`src/rtl/ni_ctrl.sv`:
```
// Processor-side NoC interface controller for the decode stage.
// Buffers outbound words in a FIFO; stalls decode on a blocking receive.
module ni_ctrl #(
  parameter int DATA_W     = 32,
  parameter int ADDR_W     = 2,
  parameter int FIFO_DEPTH = 4,
  parameter int RX_TIMEOUT = 0
) (
  input  logic              clk,
  input  logic              rst,
  input  logic              ni_out_D,
  input  logic              ni_in_D,
  input  logic [ADDR_W-1:0] dest_add_D,
  input  logic [DATA_W-1:0] tx_data_D,
  input  logic [4:0]        rd_D,
  output logic              stall,
  input  logic              mips_ni,
  output logic              proc_valid,
  output logic [ADDR_W-1:0] proc_dest,
  output logic [DATA_W-1:0] proc_data,
  input  logic              data_valid,
  input  logic [DATA_W-1:0] ni_data,
  output logic              proc_ready_in,
  output logic              rx_we,
  output logic [4:0]        rx_rd,
  output logic [DATA_W-1:0] rx_data,
  output logic              rx_timeout
);

  localparam int PW = $clog2(FIFO_DEPTH);
  localparam int CW = PW + 1;
  localparam int EW = ADDR_W + DATA_W;
  localparam int TW = (RX_TIMEOUT < 2) ? 1 : $clog2(RX_TIMEOUT);
  localparam logic [TW-1:0] T_LAST =
    TW'((RX_TIMEOUT >= 2) ? RX_TIMEOUT - 2 : 0);

  typedef enum logic [1:0] {
    RX_IDLE,
    RX_WAIT,
    RX_WB
  } rx_state_t;

  logic [EW-1:0]     mem [FIFO_DEPTH];
  logic [PW-1:0]     wr_ptr;
  logic [PW-1:0]     rd_ptr;
  logic [CW-1:0]     count;
  logic              full;
  logic              empty;
  logic              push;
  logic              pop;
  logic [EW-1:0]     head;

  rx_state_t         state;
  logic [TW-1:0]     timer;
  logic [4:0]        rd_q;
  logic [DATA_W-1:0] data_q;
  logic              tmo_q;
  logic              rx_stall;
  logic              tmo_hit;

  assign full     = (count == CW'(FIFO_DEPTH));
  assign empty    = (count == '0);
  assign rx_stall = ((state == RX_IDLE) && ni_in_D) ||
                    (state == RX_WAIT);
  assign push     = ni_out_D && !ni_in_D && !full && !rx_stall;
  assign pop      = !empty && mips_ni;
  assign head     = mem[rd_ptr];

  // Timer reaches RX_TIMEOUT-1 on this increment
  assign tmo_hit  = (RX_TIMEOUT != 0) &&
                    ((RX_TIMEOUT == 1) || (timer == T_LAST));

  always_ff @(posedge clk) begin
    if (push) mem[wr_ptr] <= {dest_add_D, tx_data_D};
  end

  always_ff @(posedge clk) begin
    if (rst) begin
      wr_ptr <= '0;
      rd_ptr <= '0;
      count  <= '0;
    end else begin
      if (push) wr_ptr <= wr_ptr + PW'(1);
      if (pop)  rd_ptr <= rd_ptr + PW'(1);
      unique case ({push, pop})
        2'b10:   count <= count + CW'(1);
        2'b01:   count <= count - CW'(1);
        default: count <= count;
      endcase
    end
  end

  always_ff @(posedge clk) begin
    if (rst) begin
      state  <= RX_IDLE;
      timer  <= '0;
      rd_q   <= '0;
      data_q <= '0;
      tmo_q  <= 1'b0;
    end else begin
      unique case (state)
        RX_IDLE: begin
          if (ni_in_D) begin
            timer <= '0;
            if (data_valid) begin
              state  <= RX_WB;
              rd_q   <= rd_D;
              data_q <= ni_data;
              tmo_q  <= 1'b0;
            end else begin
              state <= RX_WAIT;
            end
          end
        end
        RX_WAIT: begin
          if (data_valid) begin
            state  <= RX_WB;
            rd_q   <= rd_D;
            data_q <= ni_data;
            tmo_q  <= 1'b0;
            timer  <= '0;
          end else if (tmo_hit) begin
            state  <= RX_WB;
            rd_q   <= rd_D;
            data_q <= '0;
            tmo_q  <= 1'b1;
            timer  <= '0;
          end else begin
            timer <= timer + TW'(1);
          end
        end
        RX_WB: begin
          state <= RX_IDLE;
          tmo_q <= 1'b0;
        end
        default: state <= RX_IDLE;
      endcase
    end
  end

  // Every output is forced low for as long as reset is held
  assign stall         = !rst && (rx_stall || (ni_out_D && full));
  assign proc_valid    = !rst && !empty;
  assign proc_dest     = (rst || empty) ? '0 : head[EW-1:DATA_W];
  assign proc_data     = (rst || empty) ? '0 : head[DATA_W-1:0];
  assign proc_ready_in = !rst && rx_stall;
  assign rx_we         = !rst && (state == RX_WB);
  assign rx_rd         = rst ? '0 : rd_q;
  assign rx_data       = rst ? '0 : data_q;
  assign rx_timeout    = !rst && (state == RX_WB) && tmo_q;

endmodule

```
`config.mk`:
```
export PLATFORM = sky130hd
export DESIGN_NAME = ni_ctrl
export DESIGN_NICKNAME = d
export VERILOG_FILES = /design/src/rtl/ni_ctrl.sv
export SDC_FILE = /design/constraint.sdc
export NUM_CORES = 1
export LEC_CHECK = 0
export BUFFER_PORTS_ARGS = -buffer_cell sky130_fd_sc_hd__buf_2
export CAP_MARGIN = 0
export CORE_ASPECT_RATIO = 0.5
export CORE_UTILIZATION = 45
export CTS_BUF_LIST = sky130_fd_sc_hd__clkbuf_2
export CTS_CLUSTER_DIAMETER = 150
export DETAILED_ROUTE_END_ITERATION = 7
export PLACE_DENSITY_LB_ADDON = 0.08
export REMOVE_ABC_BUFFERS = 1
export SETUP_SLACK_MARGIN = 0.2
export SLEW_MARGIN = 10
export SYNTH_ARGS = -nofsm -noshare
export SYNTH_HDL_FRONTEND = slang
export SYNTH_SLANG_ARGS = --single-unit
```
`constraint.sdc`:
```
create_clock -name clk -period 5.6 [get_ports clk]
set_input_delay 1.12 -clock clk [delete_from_list [all_inputs] [get_ports clk]]
set_output_delay 1.12 -clock clk [all_outputs]
set_load 0.03 [all_outputs]
```
==> flow_summary.toml, run 1 <==
[run_status]
status = "completed"

[global_route]
first_global_vias = 4280
wire_length_of_the_first_global_routing_pass_um = 22290
antenna_found_initial = 0
grt_usage_pct = 17.56
grt_max_degree = 76
grt_overflow = 0

[placement]
post-dp-hpwl_um = 8504
gp_routability_congestion = 0.7860
place_inst = 832
buffer_ports.inserted = 151

[yosys]
synth_cell_area_um2 = 7457
synth_enable_flop_cells = 136
ys_types = 31
ys.warnings.count = 0
synth_top_area_cell = "edfxtp_1"
synth_seq_area_share_pct = 67.65
synth_ff_type = "edfxtp_1"
async_flop_share_pct = 0
synth.avg_cell_area_um2 = 15.06
yosysMostFrequentCell = "edfxtp_1"
post_synth_inst_count = 495
synth.ff_latch_count = 184
synthTopCellsByArea = "edfxtp_1, dfxtp_1, mux4_2"
synth_top_cell_area_share_pct = 54.77
yosys-top-cells-count = "edfxtp_1, nor2b_1, dfxtp_1"

[floorplanning]
die_y_um = 93.03
io_pins = 153
floorplan.initialDensity_pct = 47.27
floorplan.rows = 32
coreArea_um2 = 15780
die_area_um2 = 17120
die-width_um = 184.1

[clock_network]
clk_pin_slew_ps = 210
cts_made_buffers = 17
cts_num_sinks = 184
htreeDepth = 4
ctsResizeCount = 0
number_of_buffers_inserted_to_repair_setup_after_cts = 0
tritoncts = "yes"
clkLatencyLatePin_ps = 730
cts_hold_buffers = 0
clockBufferDepth = 2
cts_root_buffer = "clkbuf_2"

[worst_setup_path]
timing.rr.start = "count[0]"
worst_path_largest_cell_delay_ps = 730
reg2reg_setup_slack_ps = 3160
worst_path_dominant_cell_family = "flip-flops"
buffers_and_inverters_on_the_worst_path = 2
type_of_element_launching_the_critical_path = "flip-flop"
critical_path.max_fanout = 20
r2r_cells = 3
endpoint_kind = "output port"
r2r_end = "mem[1][10]"
crit_type = "flip-flop to output port"
cp_data_arrival_time_ps = 2800
critical-path-slowest-cell = "dfxtp_2"
critPathRequiredTime_ps = 4480
cp_cell_sequence = "buf_4 > mux4_2 > nor2b_1 > buf_2"

[power]
power_switching_mw = 0.9378
comb_power_share_pct = 24.6
p_leak_nw = 3.254
clockPowerShare_pct = 21.2
seqPwrFrac_pct = 54.2
p_int_mw = 2.002
vdd_ir_drop_max_v = 0.0001461
p_sw_share_pct = 31.90
power_density_nw_per_um2 = 342.8

[final_layout]
area.growth.synth_to_final_pct = 15.02
insertedDiodeCount = 0
layout.cells.non_filler = 864
fillCellCount = 1388
final_layout_size_suffix_gt1_share_pct = 35.93
finish.net_count = 713

[drt]
routed-via-count = 4298
wire_per_inst_um = 16.52
1st_iter_drt_viols = 203
route.detailed.drc = 0
vias_per_cell = 4.975
drt.antenna.violating_nets = 0
routed_wl_um = 14280
detail_route.first_pass.iterations = 5

[timing]
timing.slew.headroom_pct = 29.19
fin_worst_skew_ps = 53.45
setup_viol = 0
max_clock_freq_ghz = 0.2551
timing_max_transition_violations_final = 0
worst-slew-pin-transition_ps = 1061
layout_min_cycle_time_ps = 3920
finalHoldViolCount = 0
tns_ps = 0
min_period_over_period_pct = 69.99
grt_setup_unrepaired = "false"

[hold_path]
holdCritStartpoint = "rd_ptr[1]"
timing.hold.worst.class = "flip-flop to flip-flop"
worstHoldPathCells = 2

[run]
drv_cap = 0
## layout by cell type, fill, tap and decap left out, types with 5 or more instances in the layout
cell type and n:
clkinvlp_4 5, o21ai_0 39, nor2_1 8, mux4_2 34
o41ai_1 37, clkbuf_2 19, dfxtp_1 46, ha_1 5
inv_1 46, buf_2 151, edfxtp_1 136, nor2b_1 72
## layout make-up
class                           count  area [um2]  share of cell area, %
Clock inverter                     13       120.1                  1.400
Sequential cell                   184        5047                  58.85
Tap cell                          221       276.5                  3.224
Timing Repair Buffer              155       785.8                  9.161
Clock buffer                       19       95.09                  1.109
Multi-Input combinational cell    225        2076                  24.20
Inverter                           47       176.4                  2.057
## layer usage
layer | up-vias | part of all wire (%) | global-route usage [%]
met5 | - | 0 | 0
met4 | 0 | 0.67 | 4.583
met3 | 8 | 8.2 | 7.087
met2 | 129 | 45 | 26.61
met1 | 2058 | 46 | 23.51
li1 | 2103 | - | -
## state kept, by name, summed over array words and instances (netlist names), named ones only
signal,cells
mem,136
data_q,32
rd_q,5
count,3
rd_ptr,2
state,2
wr_ptr,2
## per-stage QoR
stage / setup slack, ps / power [mW] / cell area, um2 / utilization (%) / hold slack (ps)
5_1_grt: 1365 / 3.097 / 8577 / 54.37 / 421.8
3_3_place_gp: 2039 / 2.356 / 8362 / 53.01 / 475.7
2_1_floorplan: 195.1 / 2.138 / 7286 / - / 451.6
6_report: 1680 / 2.940 / 8577 / 54.37 / 527.2
3_5_place_dp: 2009 / 2.364 / 8362 / 53.01 / 498.7
4_1_cts: 1475 / 2.990 / 8577 / 54.37 / 428.3
## logic make-up after synthesis
family          count (synthesis)  synth area share (%)
fa+ha+maj                       6                 1.107
simple gates                   96                 7.768
other cells                     1               0.05029
compound gates                 83                 7.802
mux                            36                 10.60
flops                         184                 67.65
xor+xnor                        3                0.3524
buf+inv                        86                 4.665
## power by group through the flow
stage                     clock network (mW)  logic (mW)  registers [mW]
after floorplan                            0       0.508            1.63
after global placement                     0       0.728            1.63
after detailed placement                   0       0.737            1.63
after CTS                              0.653       0.739            1.60
after global routing                   0.703       0.786            1.61
final                                  0.623       0.724            1.59
## worst max path at each step
stage	startpoint	to	slack, ps	depth (start not counted)
after floorplan	ni_in_D	stall	200	2
after detailed placement	rst	rx_rd[4]	2010	4
after CTS	flip-flop	proc_data[21]	1470	4
after global placement	rst	rx_data[8]	2040	4
after global routing	flip-flop	proc_data[18]	1360	4
final	flip-flop	proc_data[21]	1680	4
## worst reg2reg max path, cell delays in order (launching register included)
cell and delay (ps):
dfxtp_1 490, nor2_2 90, a2111oi_4 560, and2_2 910
No activity file was read; power rests on OpenSTA's default activity.
==> inputs of run 2 (changes only) <==
- clock period: 5.6 -> 3.8 ns (I/O delays scaled with it)
==> run 2 against run 1 <==
Clock-buffer cell count unchanged. Largest power group unchanged. Critical path depth down 1. Via count up 1.6%. Die area unchanged. Final cell count up 0.81%. Sequential power up 45%. Combinational power up 55%. Clock power up 62%.
==> flow_summary.toml, run 2 (synthesis results as in run 1) <==
[run_status]
status = "completed"

[clock_network]
clockBufferDepth = 2
cts_made_buffers = 17
cts_hold_buffers = 0
clkLatencyLatePin_ps = 710
cts_root_buffer = "clkbuf_2"
htreeDepth = 4
clk_pin_slew_ps = 240
ctsResizeCount = 0
cts_num_sinks = 184
number_of_buffers_inserted_to_repair_setup_after_cts = 0
tritoncts = "yes"

[global_route]
grt_usage_pct = 17.51
wire_length_of_the_first_global_routing_pass_um = 22310
first_global_vias = 4210
grt_max_degree = 90
grt_overflow = 0
antenna_found_initial = 0

[worst_setup_path]
worst_path_largest_cell_delay_ps = 980
cp_cell_sequence = "mux4_2 > nor2b_1 > buf_2"
cp_data_arrival_time_ps = 2460
crit_type = "flip-flop to output port"
type_of_element_launching_the_critical_path = "flip-flop"
critical-path-slowest-cell = "dfxtp_2"
endpoint_kind = "output port"
critPathRequiredTime_ps = 3040
critical_path.max_fanout = 34

[timing]
setup_viol = 0
max_clock_freq_ghz = 0.3108
finalHoldViolCount = 0
worst-slew-pin-transition_ps = 1064
fin_worst_skew_ps = 57.58
layout_min_cycle_time_ps = 3217
min_period_over_period_pct = 84.67
timing.slew.headroom_pct = 28.97
timing_max_transition_violations_final = 0
grt_setup_unrepaired = "false"
hold_ws_ps = 216.7

[run]
drv_cap = 0

[drt]
1st_iter_drt_viols = 270
detail_route.first_pass.iterations = 4
drt.antenna.violating_nets = 0
wire_per_inst_um = 16.25
routed-via-count = 4368
route.detailed.drc = 0
routed_wl_um = 14150
vias_per_cell = 5.015

[final_layout]
finish.instance_area_um2 = 8666
finish.net_count = 721
share_of_the_core_filled_with_cells_pct = 54.93
insertedDiodeCount = 0
fillCellCount = 1402
most-common-layout-cells = "buf_2, edfxtp_1, nor2b_1"
layout_top_registers = "mem x136, data_q x32, rd_q x5"
layout.cells.most_common = "buf_2"
area.growth.synth_to_final_pct = 16.21
largest_reg_flops = 136
registers.top_by_ff_count = "mem"
final_layout_size_suffix_gt1_share_pct = 36.31

[hold_path]
timing.hold.worst.class = "primary input to flip-flop"

[power]
power_density_nw_per_um2 = 511.9
vdd_ir_drop_max_v = 0.0002094
power_switching_mw = 1.353
p_int_mw = 3.084
p_sw_share_pct = 30.49
seqPwrFrac_pct = 52.0
clockPowerShare_pct = 22.8
comb_power_share_pct = 25.2
p_leak_nw = 3.323

[placement]
gp_routability_congestion = 0.6893
postPlaceCellArea_um2 = 8422
buffer_ports.inserted = 151
post-dp-hpwl_um = 8828

[floorplanning]
die_area_um2 = 17120
io_pins = 153
die_y_um = 93.03
die-width_um = 184.1
coreArea_um2 = 15780
floorplan.initialDensity_pct = 47.27
floorplan.rows = 32
==> run 2: final cells by class <==
class / count / area [um2] / area share (%)
sequential: 184 / 5047 / 58.24
multi-input combinational: 225 / 2076 / 23.95
timing repair buffer: 163 / 845.8 / 9.760
tap: 221 / 276.5 / 3.191
inverter: 47 / 176.4 / 2.036
clock inverter: 12 / 148.9 / 1.718
clock buffer: 19 / 95.09 / 1.097
==> run 2: power by group through the flow <==
stage	logic (mW)	clock network [mW]	registers [mW]
6_report	1.12	1.01	2.31
5_1_grt	1.22	1.12	2.32
4_1_cts	1.14	1.05	2.31
3_5_place_dp	1.14	0	2.35
2_1_floorplan	0.748	0	2.40
3_3_place_gp	1.13	0	2.35
==> run 2: path summary, 6_finish.rpt <==
path / from / to / slack (ps) / cells past startpoint
worst max-delay path: flip-flop / proc_data[23] / 580 / 3
worst min-delay path: data_valid / state[0] / 220 / 2
worst max register to register: count[0] / mem[0][19] / 1450 / 4
worst min register to register: rd_ptr[1] / flip-flop / 500 / 2
==> run 2: per-layer routing <==
layer  vias up  global-route usage (%)  part of all wire (%)
met2       118                   27.15                    46
met1      2127                   23.04                    46
li1       2116                       -                     -
met4         0                   4.375                  0.48
met3         7                   7.009                   8.0
met5         -                       0                     0
==> run 2: critical path: cells and delay by family (launching register included) <==
family | cells | cell delay [ps]
buffers and inverters | 1 | 230
AND/OR/NAND/NOR | 1 | 190
multiplexers | 1 | 380
flip-flops | 1 | 980
==> run 2: through the flow <==
| step | setup WS, ps | power (mW) | instances | setup TNS, ps |
|---|---|---|---|---|
| 6_report | 582.7 | 4.436 | 871 | 0 |
| 5_1_grt | 350.6 | 4.669 | 871 | 0 |
| 4_1_cts | 420.0 | 4.497 | 871 | 0 |
| 3_5_place_dp | 1068 | 3.493 | 840 | 0 |
| 2_1_floorplan | -884.9 | 3.150 | 456 | -1615 |
| 3_3_place_gp | 1093 | 3.482 | 840 | 0 |
==> inputs of run 3 (changes only) <==
- clock period: 3.8 -> 3.2 ns (I/O delays scaled with it)
==> run 3 against run 2 <==
Register-to-register slack got worse by 500 ps. Critical endpoint is now proc_data[0]. Via count down 1.6%. Critical path type unchanged. First-iteration DRC count fell by 26%.
==> flow_summary.toml, run 3 (synthesis results as in run 1) <==
[power]
seqPwrFrac_pct = 51.6
clockPowerShare_pct = 21.9
p_sw_share_pct = 31.31
p_int_mw = 3.640
power_density_nw_per_um2 = 602.4
power_switching_mw = 1.659
vdd_ir_drop_max_v = 0.0002499
p_leak_nw = 3.355
comb_power_share_pct = 26.5

[floorplanning]
coreArea_um2 = 15780
floorplan.rows = 32
floorplan.initialDensity_pct = 47.27
die_y_um = 93.03
io_pins = 153
die_area_um2 = 17120
die-width_um = 184.1

[worst_setup_path]
critPathRequiredTime_ps = 2560
cp_data_arrival_time_ps = 2190
type_of_element_launching_the_critical_path = "flip-flop"
critical-path-slowest-cell = "mux4_2"
crit_type = "flip-flop to output port"
worst_path_largest_cell_delay_ps = 530
critical_path.max_fanout = 17
endpoint_kind = "output port"
cp_cell_sequence = "clkbuf_16 > mux4_2 > nor2b_1 > buf_2"

[final_layout]
layout.cells.most_common = "buf_2"
area.growth.synth_to_final_pct = 17.95
finish.net_count = 723
most-common-layout-cells = "buf_2, edfxtp_1, nor2b_1"
largest_reg_flops = 136
final_layout_size_suffix_gt1_share_pct = 36.71
fillCellCount = 1337
finish.instance_area_um2 = 8796
share_of_the_core_filled_with_cells_pct = 55.76
layout_top_registers = "mem x136, data_q x32, rd_q x5"
registers.top_by_ff_count = "mem"

[run_status]
status = "completed"

[drt]
1st_iter_drt_viols = 201
drt.antenna.violating_nets = 0
routed_wl_um = 14080
vias_per_cell = 4.921
route.detailed.drc = 0
routed-via-count = 4296
wire_per_inst_um = 16.12
detail_route.first_pass.iterations = 4

[timing]
min_period_over_period_pct = 88.54
fin_worst_skew_ps = 33.62
setup_viol = 0
timing_max_transition_violations_final = 0
hold_ws_ps = 130.8
layout_min_cycle_time_ps = 2833
timing.slew.headroom_pct = 55.36
grt_setup_unrepaired = "true"
worst-slew-pin-transition_ps = 669.6
finalHoldViolCount = 0
max_clock_freq_ghz = 0.3530

[global_route]
grt_usage_pct = 17.22
grt_overflow = 0
wire_length_of_the_first_global_routing_pass_um = 22050
first_global_vias = 4258
grt_max_degree = 90
antenna_found_initial = 2

[hold_path]
timing.hold.worst.class = "primary input to flip-flop"

[placement]
buffer_ports.inserted = 151
postPlaceCellArea_um2 = 8509
gp_routability_congestion = 0.6722
post-dp-hpwl_um = 8573

[clock_network]
cts_root_buffer = "clkbuf_2"
cts_made_buffers = 17
cts_num_sinks = 184
tritoncts = "yes"
clk_pin_slew_ps = 260
htreeDepth = 4
clkLatencyLatePin_ps = 690
clockBufferDepth = 2

[run]
drv_cap = 0
-- run 3: what timing repair did --
item,in CTS,in global routing
gates resized for setup,2,2
pin swaps,0,0
setup buffers,0,0
setup endpoints to repair,35,34
hold buffers,1,0
gates cloned,0,1
endpoints found under the hold margin,1,0
-- run 3: worst paths after layout --
check	start	endpoint	slack, ps	depth (start not counted)
setup / recovery	flip-flop	proc_data[0]	370	4
hold / removal	tx_data_D[23]	mem[1][23]	130	1
setup reg to reg	count[0]	count[2]	950	9
hold reg to reg	rd_ptr[1]	flip-flop	520	2
-- run 3: area by class of cell --
type,count,area [um2],share of cell area (%)
repair buffers,165,975.9,11.10
flip-flops and latches,184,5050,57.41
multi-input cells,225,2081,23.66
clock inverters,13,148.9,1.693
clock buffers,17,85.08,0.9673
diodes,1,2.502,0.02845
inverters,47,176.4,2.006
well taps,221,276.5,3.144
-- run 3: metal layers --
layer,wire length (um),track usage (%)
met1,6597,22.24
met2,6118,26.04
met3,1247,7.944
met4,100,5.000
met5,13,0
-- run 3: power groups by stage --
stage	sequential, mW	clock, mW	combinational (mW)
after floorplan	2.85	0	0.888
after CTS	2.73	1.21	1.40
final	2.73	1.16	1.41
after global placement	2.77	0	1.38
after detailed placement	2.77	0	1.39
after global routing	2.75	1.29	1.54
-- run 3: critical path, delay by kind of cell (launching register included) --
| kind | cells | cell delay [ps] |
|---|---|---|
| flops | 1 | 430 |
| buf+inv | 2 | 400 |
| mux | 1 | 530 |
| simple gates | 1 | 140 |
-- run 3: through the flow --
stage / setup WS (ps) / std cells / setup TNS [ps] / power [mW]
after CTS: 181.3 / 871 / 0 / 5.335
after global routing: 169.9 / 872 / 0 / 5.577
after global placement: 807.3 / 840 / 0 / 4.156
final: 366.8 / 873 / 0 / 5.299
after floorplan: -1245 / 456 / -11990 / 3.741
after detailed placement: 738.8 / 840 / 0 / 4.166
